## src/rtl/pc_fetch_unit.sv

```systemverilog
// LEGv8 program-counter register and instruction-fetch sequencer (REQ/HOLD/FAULT).
// Optional counters RetireCount/StallCount are compiled in when FETCH_PERF_EN is defined.
module pc_fetch_unit #(
  parameter logic [63:0] RESET_PC = 64'h0,
  parameter int          INST_W   = 32
) (
  input  logic              CLK,
  input  logic              Reset,
  input  logic [63:0]       NextPC,
  input  logic              Advance,
  output logic [63:0]       CurrentPC,
  output logic              imem_req,
  output logic [63:0]       imem_addr,
  input  logic              imem_ack,
  input  logic [INST_W-1:0] imem_rdata,
  output logic [INST_W-1:0] Instruction,
  output logic              InstValid,
  output logic              Fault
`ifdef FETCH_PERF_EN
  ,
  output logic [31:0]       RetireCount,
  output logic [31:0]       StallCount
`endif
);

  typedef enum logic [1:0] {
    ST_REQ   = 2'd0,
    ST_HOLD  = 2'd1,
    ST_FAULT = 2'd2
  } state_e;

  state_e              state_q, state_d;
  logic [63:0]         pc_q, pc_d;
  logic [INST_W-1:0]   inst_q, inst_d;
  logic                valid_q, valid_d;
  logic                fault_q, fault_d;
  logic                imem_req_s;
  logic                adv_ok_s;
  logic                aligned_s;

  assign adv_ok_s  = (state_q == ST_HOLD) && Advance && valid_q;
  assign aligned_s = (NextPC[1:0] == 2'b00);

  // State register
  always_ff @(posedge CLK) begin
    if (Reset) begin
      state_q <= ST_REQ;
    end else begin
      state_q <= state_d;
    end
  end

  // Next-state logic
  always_comb begin
    state_d = state_q;
    case (state_q)
      ST_REQ: begin
        if (imem_ack) state_d = ST_HOLD;
        else          state_d = ST_REQ;
      end
      ST_HOLD: begin
        if (adv_ok_s) begin
          if (aligned_s) state_d = ST_REQ;
          else           state_d = ST_FAULT;
        end else begin
          state_d = ST_HOLD;
        end
      end
      ST_FAULT: state_d = ST_FAULT;
      default:  state_d = ST_REQ;
    endcase
  end

  // Output decode; the request drops combinationally while Reset is high
  always_comb begin
    imem_req_s = 1'b0;
    case (state_q)
      ST_REQ:   imem_req_s = ~Reset;
      ST_HOLD:  imem_req_s = 1'b0;
      ST_FAULT: imem_req_s = 1'b0;
      default:  imem_req_s = 1'b0;
    endcase
  end

  // PC / instruction / flag update
  always_comb begin
    pc_d    = pc_q;
    inst_d  = inst_q;
    valid_d = valid_q;
    fault_d = fault_q;
    case (state_q)
      ST_REQ: begin
        if (imem_ack) begin
          inst_d  = imem_rdata;
          valid_d = 1'b1;
        end else begin
          valid_d = 1'b0;
        end
      end
      ST_HOLD: begin
        if (adv_ok_s) begin
          valid_d = 1'b0;
          if (aligned_s) pc_d    = NextPC;
          else           fault_d = 1'b1;
        end else begin
          valid_d = valid_q;
        end
      end
      ST_FAULT: begin
        valid_d = 1'b0;
        fault_d = 1'b1;
      end
      default: begin
        valid_d = 1'b0;
      end
    endcase
  end

  // Datapath registers
  always_ff @(posedge CLK) begin
    if (Reset) begin
      pc_q    <= RESET_PC;
      inst_q  <= {INST_W{1'b0}};
      valid_q <= 1'b0;
      fault_q <= 1'b0;
    end else begin
      pc_q    <= pc_d;
      inst_q  <= inst_d;
      valid_q <= valid_d;
      fault_q <= fault_d;
    end
  end

  assign CurrentPC   = pc_q;
  assign imem_addr   = pc_q;
  assign imem_req    = imem_req_s;
  assign Instruction = inst_q;
  assign InstValid   = valid_q;
  assign Fault       = fault_q;

`ifdef FETCH_PERF_EN
  logic [31:0] retire_cnt_q, retire_cnt_d;
  logic [31:0] stall_cnt_q, stall_cnt_d;

  // Counters only move in REQ/HOLD, so they freeze in FAULT
  always_comb begin
    retire_cnt_d = retire_cnt_q;
    stall_cnt_d  = stall_cnt_q;
    if (adv_ok_s) retire_cnt_d = retire_cnt_q + 32'd1;
    else          retire_cnt_d = retire_cnt_q;
    if ((state_q == ST_REQ) && !imem_ack) stall_cnt_d = stall_cnt_q + 32'd1;
    else                                  stall_cnt_d = stall_cnt_q;
  end

  // Counter registers
  always_ff @(posedge CLK) begin
    if (Reset) begin
      retire_cnt_q <= 32'd0;
      stall_cnt_q  <= 32'd0;
    end else begin
      retire_cnt_q <= retire_cnt_d;
      stall_cnt_q  <= stall_cnt_d;
    end
  end

  assign RetireCount = retire_cnt_q;
  assign StallCount  = stall_cnt_q;
`endif

endmodule

```

## config.mk

```make
export PLATFORM = sky130hd
export DESIGN_NAME = pc_fetch_unit
export DESIGN_NICKNAME = d
export VERILOG_FILES = /design/src/rtl/pc_fetch_unit.sv
export SDC_FILE = /design/constraint.sdc
export NUM_CORES = 1
export LEC_CHECK = 0
export BUFFER_PORTS_ARGS = -buffer_cell sky130_fd_sc_hd__buf_2
export CAP_MARGIN = 40
export CORE_MARGIN = 2
export CORE_UTILIZATION = 35
export CTS_CLUSTER_DIAMETER = 50
export DETAILED_ROUTE_END_ITERATION = 16
export GPL_TIMING_DRIVEN = 0
export PLACE_DENSITY = 0.66
export SYNTH_ARGS = -nofsm -noshare
export SYNTH_HDL_FRONTEND = slang
export SYNTH_SLANG_ARGS = --single-unit
```

## constraint.sdc

```tcl
create_clock -name CLK -period 1.8 [get_ports CLK]
set_input_delay 0.36 -clock CLK [delete_from_list [all_inputs] [get_ports CLK]]
set_output_delay 0.36 -clock CLK [all_outputs]
set_load 0.1 [all_outputs]
```

; Word-level counts from Yosys, hierarchy flattened
; Cells that the tools add are included.
[totals]
regBits = 100
input_bits = 100
elab_cells = 29
[classes]
n_eq_ne = 4
mux = 11
n_bitwise = 1
reduce_logical = 8
[ops]
columns = operator, n
row1 = 2-to-1 mux 1 bit, 6
row2 = one-hot mux 2 bit (3 select lines), 1
row3 = AND reduction 3 bit, 2
row4 = zero test 2 bit, 2
row5 = 2-to-1 mux 2 bit, 2
row6 = != test 2 bit (second input constant), 2
row7 = one-hot mux 1 bit (2 select lines), 2
row8 = equality test 2 x 1 -> 1 bit (second input constant), 1
row9 = equality test 2 bit (second input constant), 1
row10 = logical AND 1 bit, 2
row11 = AND reduction 2 bit, 1
row12 = nonzero test 2 bit, 1
row13 = inverter 1 bit, 1

; Depth between registers and ports, before layout
; Gate-level depths: netlist of the first run.
[logic_depth]
depth_word = 5
depth_mapped = 5
depth_no_buf = 3

; Least setup slack after synthesis of the first run
; No wires, ideal clock.
[synth_timing]
path_type = input port to output port
start = input Reset
end = output imem_req
arrival_time_ps = 2854
required_time_ps = 1440
path_slack_ps = -1414
stages = 4
path_buffers = 3
cell_sequence = buf_2 -> buf_2 -> buf_2 -> nor3_1
[synth_between]
elab_chain_len = 2
[synth_rtl]
columns = element, line_no
row1 = start: declaration, 8  ; input logic Reset,
row2 = inverter 1 bit, 78  ; ST_REQ: imem_req_s = ~Reset;
row3 = 2-to-1 mux 1 bit, 77  ; case (state_q)
row4 = end: declaration, 12  ; output logic imem_req,
; Every way passes these cells.

; Final worst setup path of the first run
[layout_timing]
start = register pc_q[42], in the netlist CurrentPC[42]
end = output imem_addr[42]
[layout_lines]
columns = element, line_no
row1 = start: declaration, 33  ; logic [63:0] pc_q, pc_d;
row2 = start signal: assignment, 127  ; pc_q <= pc_d;
row3 = end: declaration, 13  ; output logic [63:0] imem_addr,
; No word-level cell between the ends.

==> impl_metrics.yaml, run 1 <==
setup_path:
  critPathSlowestCell: "buf_2"
  cp_cell_sequence: "buf_4 > buf_2"
  cp_num_buf_inv: 2
  startpoint_type: "flop"
  critical_path_arrival_ps: 1280
  worstPathMaxFanout: 3
  crit_required_ps: 1440
  cp_slowest_stage_delay_ps: 410
  worstSetupPathType: "flop to output pin"
  cp_top_family: "buffers and inverters"
  critPathCaptureType: "output pin"
global_route:
  grt_pass1_vias: 3813
  antenna_found_initial: 0
  grt-ovfl-total: 0
  grt_start_max_net_pins: 20
  grtUsageTotal_pct: 16.36
  grt_pass1_wl_mm: 18.71
cts:
  cts.path.max_buffers: 2
  clk_latency_ps: 340
  cts_setup_buffers: 0
  htreeDepth: 3
  path_clk_slew_ps: 70
  cts_hold_buf: 0
  cts_tree: "done"
  cts_sinks: 100
  root_buffer: "clkbuf_16"
  cts_made_buffers: 9
routing:
  routed_wl_mm: 11.82
  drc: 0
  drt_iter0_drc: 106
  final_antenna_net_count: 0
  dr.pass1.iters: 4
  vias: 4086
  routedWlPerCell_um: 12.47
  avgViaCountPerCell: 4.310
power_and_ir_drop:
  seq_power_share_pct: 45.6
  leakage_uw: 0.003200
  power_frac_clock_pct: 37.6
  comb_power_share_pct: 16.8
  cell_internal_pwr_uw: 3469
  irDropWorstVdd_mv: 0.5277
  finalPower_uw: 5035
  p_sw_uw: 1566
  p_sw_share_pct: 31.09
  power_density_mw_per_mm2: 779.4
timing:
  hold_violations: 0
  period_share_pct: 91.03
  final_max_slew_viol_count: 0
  holdWs_ps: 248.3
  rsz0062_at_grt: "no"
  max_freq_ghz: 0.6103
  fin_crit_ps: 1639
  setup_tns_ps: 0
  layout_setup_ws_ps: 161.4
  relSlewSlack_pct: 65.70
  skew_ps: 4.569
  worst_pin_slew_ps: 518.1
  finalSetupViolations: 0
synth:
  synth_seq_area_share_pct: 43.22
  yosysWarnings: 0
  netlist_area_mm2: 0.004632
  synth_nets: 596
  netlist_instances: 496
  synth_seq_cells: 100
  synth.distinct_cells: 23
  syn_area_per_cell_um2: 9.339
placed_design:
  place_worst_setup_slack_ps: -159.5
  gp_congestion: 0.7838
  placed_cells: 933
  hpwl_mm: 9.238
  port_buffers: 261
job:
  cap_violations: 0
layout:
  final_cell_mix: "buf_2, nand2b_1, dfxtp_1, buf_4, nand2_1"
  nFillCells: 1266
  layout_commonest_cell: "buf_2"
  instances_no_fill: 948
  multi_input_area_mm2: 0.001914
  synthToLayoutAreaGrowth_pct: 39.47
  drive_gt1_share_pct: 46.89
  final-seq-area_mm2: 0.002003
  num_antenna_cells: 0
  nets: 867
die:
  die_width_um: 119.0
  die_y_um: 119.0
  initial_core_util_pct: 35.40
  core_area_mm2: 0.01309
  ioPinCount: 263
  fp-row-count: 42
  die_area_mm2: 0.01417
worst_hold_path:
  hp-class: "input pin to flop"
status:
  status: "complete, no violations"
-- state kept, by name, indices dropped and copies added (netlist names) --
| register | cells |
|---|---|
| Instruction | 32 |
| CurrentPC | 64 |
| InstValid | 1 |
| Fault | 1 |
| state_q | 2 |
-- synthesized netlist by cell type, drive strengths merged --
master     n  share of area, %
buf       83                14
mux2i     62                13
or3b       1              0.19
nand4b     1              0.19
nor3       3              0.43
nor2       3              0.24
a2bb2oi    1              0.19
nand2     64               5.2
nand2b   124                17
dfxtp    100                43
a21oi     33               3.6
inv        2              0.16
clkbuf    13               1.1
nor3b      3              0.59
nand3      1              0.11
o21ai      1              0.11
nor4       1              0.14
-- stage by stage --
stage / util [%] / cell area [um^2]
after floorplan: - / 4644
after global placement: 47.16 / 6171
after detailed placement: 47.16 / 6171
after CTS: 49.41 / 6465
after global routing: 49.37 / 6460
final: 49.37 / 6460
-- worst reg2reg max path: cells and delay by family (launching register included) --
family | cells | cell delay [ps]
and+or+nand+nor | 2 | 360
muxes | 1 | 220
buffers and inverters | 2 | 420
DFF | 1 | 490
-- worst paths after layout --
check	cells past startpoint	start	slack, ps	endpoint
max	2	CurrentPC[42]	160	imem_addr[42]
min	3	imem_rdata[8]	250	Instruction[8]
max reg2reg	5	state_q[0]	240	CurrentPC[50]
min reg2reg	2	Instruction[1]	450	Instruction[1]
-- layer usage --
metal / wire [um] / GRT usage [%] / up-vias
li1: - / - / 2061
met4: 280 / 7.813 / 0
met2: 5833 / 28.34 / 142
met1: 5057 / 19.63 / 1861
met3: 646 / 2.778 / 22
met5: 0 / 0 / -
-- what timing repair did --
item / in CTS / in global routing
endpoints found under the hold margin: 0 / 0
gates resized for setup: 2 / 0
endpoints found under the setup margin: 1 / 1
cloned: 0 / 0
-- cell families after synthesis --
family / after synthesis / synth area share (%)
compound gates: 35 / 3.863
flops: 100 / 43.22
buf+inv: 98 / 15.69
mux: 62 / 13.40
simple gates: 201 / 23.82
-- layout make-up --
class / count / share of cell area, %
inverter: 2 / 0.1162
buffer: 95 / 11.10
tap: 176 / 3.409
multi-input combinational: 298 / 29.63
clock buffer: 9 / 3.486
sequential: 100 / 31.01
timing repair buffer: 261 / 20.26
clock inverter: 7 / 0.9878
-- power groups by stage --
stage | clock, uW | sequential, uW | combinational [uW]
6_report | 1890 | 2290 | 847
5_1_grt | 2040 | 2300 | 898
4_1_cts | 1960 | 2290 | 855
3_5_place_dp | 0 | 2350 | 851
3_3_place_gp | 0 | 2340 | 841
2_1_floorplan | 0 | 2710 | 270
No activity file was read; power rests on OpenSTA's default activity.
==> inputs of run 2 (changes only) <==
==> constraint.sdc (replaced) <==
create_clock -name CLK -period 1.56 [get_ports CLK]
set_input_delay 0.312 -clock CLK [delete_from_list [all_inputs] [get_ports CLK]]
set_output_delay 0.312 -clock CLK [all_outputs]
set_load 0.1 [all_outputs]
==> run 2 against run 1 <==
Combinational power grew 18%. Non-clock buffer count rose by 15. Register-to-register slack worse by 230 ps. Via count is 1.1% higher. Critical path type is now flop to flop. First-iteration DRC count grew 32%. Clock power grew 13%. Critical endpoint is now CurrentPC[19].
==> impl_metrics.yaml, run 2 (synthesis gave the netlist of run 1 again) <==
status:
  status: "complete, no violations"
layout:
  nets: 882
  synthToLayoutAreaGrowth_pct: 47.84
  largest_reg_flops: 64
  num_antenna_cells: 0
  layout_commonest_cell: "buf_2"
  nFillCells: 1210
  drive_gt1_share_pct: 56.29
  final_core_util_pct: 52.33
  instances_no_fill: 963
  final_cell_mix: "buf_2, nand2b_1, buf_4, dfxtp_2, nand2_1"
global_route:
  grt_pass1_wl_mm: 18.66
  grt-ovfl-total: 0
  grt_pass1_vias: 3962
  antenna_found_initial: 0
  grt_start_max_net_pins: 19
  grtUsageTotal_pct: 16.15
setup_path:
  critical_path_arrival_ps: 1820
  crit_top_cell: "buf_12"
  worstSetupPathType: "flop to flop"
  cp_cell_sequence: "nand4b_1 > nor3_4 > buf_12 > buf_12 > clkbuf_16 > mux2i_1"
  critPathSlowestCell: "dfxtp_4"
  crit_required_ps: 1830
  startpoint_type: "flop"
  startpoint: "state_q[1]"
  critPathCaptureType: "flop"
  cp_slowest_stage_delay_ps: 360
  worstPathMaxFanout: 6
  r2r_cells: 6
  r2r-start: "state_q[1]"
power_and_ir_drop:
  power_density_mw_per_mm2: 844.3
  comb_power_share_pct: 17.2
  p_sw_uw: 1778
  p_sw_share_pct: 30.76
  cell_internal_pwr_uw: 4003
  seq_power_share_pct: 45.8
  irDropWorstVdd_mv: 0.4541
  leakage_uw: 0.003364
  power_frac_clock_pct: 37.0
cts:
  htreeDepth: 3
  root_buffer: "clkbuf_16"
  cts.path.max_buffers: 2
  cts_hold_buf: 0
  path_clk_slew_ps: 70
  cts_made_buffers: 9
  cts_sinks: 100
  cts_tree: "done"
  clk_latency_ps: 350
worst_hold_path:
  min_delay_path_depth: 3
  hp-class: "input pin to flop"
  hp-start: "imem_rdata[9]"
die:
  core_area_mm2: 0.01309
  initial_core_util_pct: 35.40
  die_y_um: 119.0
  fp-row-count: 42
  die_width_um: 119.0
  ioPinCount: 263
  die_area_mm2: 0.01417
timing:
  period_share_pct: 99.54
  rsz0062_at_grt: "yes"
  skew_ps: 3.674
  fin_crit_ps: 1553
  worst_pin_slew_ps: 503.8
  relSlewSlack_pct: 66.64
  holdWs_ps: 196.2
  final_max_slew_viol_count: 0
  finalSetupViolations: 0
  max_freq_ghz: 0.6440
  hold_violations: 0
job:
  cap_violations: 0
routing:
  drt_iter0_drc: 140
  routed_wl_mm: 12.15
  vias: 4129
  routedWlPerCell_um: 12.61
  dr.pass1.iters: 4
  avgViaCountPerCell: 4.288
  drc: 0
  final_antenna_net_count: 0
placed_design:
  placed_cells: 933
  gp_congestion: 0.7711
  hpwl_mm: 9.148
  port_buffers: 261
## run 2: cell count changes in the layout (fill, tap and decap cells not counted), sizes merged
cell | before | now
buf | 343 | 346
inv | 7 | 5
clkinvlp | 2 | 1
clkinv | 0 | 3
clkbuf | 22 | 34
## run 2: final timing paths
| path | endpoint | slack, ps |
|---|---|---|
| worst max-delay path | CurrentPC[19] | 7 |
| worst max register to register | CurrentPC[19] | 7 |
| worst min register to register | Instruction[9] | 450 |
| worst min-delay path | Instruction[9] | 200 |
## run 2: routing by layer
layer,up-vias,global-route usage (%),share of wire (%)
li1,2094,-,-
met1,1874,18.66,41
met2,144,28.88,51
met3,17,3.352,6.0
met4,0,6.696,1.8
met5,-,0,0
## run 2: area by class of cell
| class | count | area [um^2] | share of cell area (%) |
|---|---|---|---|
| well taps | 176 | 220.2 | 3.216 |
| repair buffers | 275 | 1569 | 22.91 |
| clock buffers | 9 | 225.2 | 3.289 |
| clock inverters | 7 | 58.81 | 0.8588 |
| flip-flops and latches | 100 | 2093 | 30.57 |
| inverters | 2 | 7.507 | 0.1096 |
| plain buffers | 96 | 753.2 | 11.00 |
| multi-input cells | 298 | 1921 | 28.05 |
## run 2: timing repair
action / in CTS / in global routing
gates resized for setup: 3 / 18
setup endpoints to repair: 4 / 64
gates cloned: 0 / 7
pin swaps: 0 / 2
setup buffers: 0 / 7
## run 2: power groups by stage
stage | Sequential, uW | Clock, uW | Combinational [uW]
after global routing | 2650 | 2320 | 1060
after floorplan | 3120 | 0 | 318
after CTS | 2650 | 2210 | 990
after global placement | 2700 | 0 | 979
final | 2650 | 2140 | 997
after detailed placement | 2710 | 0 | 987
## run 2: through the flow
stage	setup TNS (ps)	setup WS [ps]	cell area [um^2]	total power [uW]
2_1_floorplan	-222.7	-222.7	4750	3439
3_3_place_gp	-98.63	-98.63	6276	3682
3_5_place_dp	-100.4	-100.4	6276	3695
4_1_cts	0	5.615	6566	5845
5_1_grt	-4037	-86.26	6848	6034
6_report	0	7.220	6848	5781
## run 2: worst max-delay path: cells and delay by family (launching register included)
| kind | cells | cell delay [ps] |
|---|---|---|
| buf+inv | 3 | 430 |
| flops | 1 | 360 |
| mux | 1 | 180 |
| simple gates | 2 | 500 |
==> inputs of run 3 (changes only) <==
--- a/config.mk
+++ b/config.mk
@@ -7,12 +7,14 @@
 export LEC_CHECK = 0
 export BUFFER_PORTS_ARGS = -buffer_cell sky130_fd_sc_hd__buf_2
 export CAP_MARGIN = 40
+export CELL_PAD_IN_SITES_DETAIL_PLACEMENT = 1
+export CELL_PAD_IN_SITES_GLOBAL_PLACEMENT = 2
 export CORE_MARGIN = 2
-export CORE_UTILIZATION = 35
+export CORE_UTILIZATION = 24
 export CTS_CLUSTER_DIAMETER = 50
 export DETAILED_ROUTE_END_ITERATION = 16
 export GPL_TIMING_DRIVEN = 0
-export PLACE_DENSITY = 0.66
+export PLACE_DENSITY_LB_ADDON = 0.1
 export SYNTH_ARGS = -nofsm -noshare
 export SYNTH_HDL_FRONTEND = slang
 export SYNTH_SLANG_ARGS = --single-unit
==> run 3 against run 2 <==
Cell count increased by 7.8%. Die area increased by 44%. First-iteration DRC count decreased by 39%. Critical path depth decreased by 4. Routed wire length increased by 18%. Setup slack improved by 35 ps. Total power increased by 6.2%. Via count increased by 0.41%. Non-clock buffer count decreased by 8. Combinational power about the same. Critical path type is now flop to output pin. Critical endpoint is now imem_addr[26]. Largest cell class unchanged. Largest power group unchanged. Highest routed layer is now met5.
==> impl_metrics.yaml, run 3 (synthesis gave the netlist of run 1 again) <==
setup_path:
  critical_path_arrival_ps: 1210
  crit_required_ps: 1250
  critPathCaptureType: "output pin"
  startpoint_type: "flop"
  worstPathMaxFanout: 3
  reg2reg_slack_ps: 80
  worstSetupPathType: "flop to output pin"
timing:
  rsz0062_at_grt: "yes"
  finalSetupViolations: 0
  setup_tns_ps: 0
  worst_pin_slew_ps: 515.5
  hold_violations: 0
  period_share_pct: 97.32
  final_max_slew_viol_count: 0
  skew_ps: 5.318
  fin_crit_ps: 1518
  relSlewSlack_pct: 65.87
  max_freq_ghz: 0.6587
die:
  fp-row-count: 50
  ioPinCount: 263
  die_y_um: 142.9
  die_area_mm2: 0.02043
  die_width_um: 142.9
  initial_core_util_pct: 24.60
  core_area_mm2: 0.01883
layout:
  nets: 874
  final_core_util_pct: 36.21
  largest_reg_flops: 64
  synthToLayoutAreaGrowth_pct: 47.19
  num_antenna_cells: 0
  layout_commonest_cell: "buf_2"
  nFillCells: 2293
  final_cell_mix: "buf_2, nand2b_1, buf_4, dfxtp_2, nand2_1"
  drive_gt1_share_pct: 55.78
cts:
  path_clk_slew_ps: 70
  cts_hold_buf: 0
  cts_tree: "done"
  clk_latency_ps: 350
  cts.path.max_buffers: 2
  cts_made_buffers: 9
  htreeDepth: 3
  root_buffer: "clkbuf_16"
  cts_sinks: 100
routing:
  avgViaCountPerCell: 3.994
  drc: 0
  final_antenna_net_count: 0
  routedWlPerCell_um: 13.76
  routed_wl_mm: 14.28
  drt_iter0_drc: 86
  vias: 4146
  dr.pass1.iters: 4
global_route:
  grt-ovfl-total: 0
  grtUsageTotal_pct: 13.56
  grt_start_max_net_pins: 17
  grt_pass1_vias: 4210
  grt_pass1_wl_mm: 21.61
  antenna_found_initial: 1
worst_hold_path:
  hp-class: "input pin to flop"
placed_design:
  gp_congestion: 0.7519
  port_buffers: 261
  hpwl_mm: 11.39
power_and_ir_drop:
  finalPower_uw: 6141
  irDropWorstVdd_mv: 0.4433
  power_density_mw_per_mm2: 900.7
  leakage_uw: 0.003294
status:
  status: "complete, no violations"
job:
  cap_violations: 0
## run 3: worst paths after layout
path	startpoint	end	depth (start not counted)
worst min-delay path	imem_rdata[15]	Instruction[15]	3
worst min register to register	Fault	Fault	2
worst max register to register	state_q[1]	CurrentPC[10]	5
worst max-delay path	CurrentPC[26]	imem_addr[26]	2
## run 3: final cells by class
cell class,instances,area (um^2),area share [%]
Clock inverter,5,82.58,1.211
Clock buffer,10,250.2,3.670
Inverter,2,7.507,0.1101
Timing Repair Buffer,267,1399,20.52
Tap cell,260,325.3,4.772
Multi-Input combinational cell,298,1921,28.17
Buffer,96,742.0,10.88
Sequential cell,100,2091,30.67
## run 3: power breakdown
part           switching, uW  internal (uW)
Sequential              35.6           2610
Combinational            718            278
Clock                    997           1500
Total                   1750           4390
## run 3: worst max-delay path, stage by stage, from the launching register on
cell,delay [ps]
dfxtp_2,350
buf_4,100
buf_2,410
## run 3: metal layers
| layer | wire length, um | GRT usage, % | vias up | share of wire [%] |
|---|---|---|---|---|
| li1 | - | - | 2067 | - |
| met3 | 907 | 3.353 | 13 | 6.3 |
| met2 | 7018 | 23.42 | 147 | 49 |
| met1 | 6172 | 16.38 | 1917 | 43 |
| met4 | 171 | 4.690 | 2 | 1.2 |
| met5 | 13 | 0 | - | 0.091 |
## run 3: repair_timing
item,CTS,global route
buffers inserted,0,5
pin swaps,0,0
gates resized for setup,3,21
endpoints found under the setup margin,11,83
gates cloned,0,1
## run 3: per-stage QoR
stage          setup WS [ps]  hold slack (ps)  instances  area, um^2
2_1_floorplan         -222.7            446.5        496        4750
3_3_place_gp          -107.3            433.3       1017        6381
3_5_place_dp          -113.2            441.2       1017        6381
4_1_cts                1.836            180.0       1032        6720
5_1_grt               -55.85            193.3       1038        6818
6_report               41.75            195.6       1038        6818
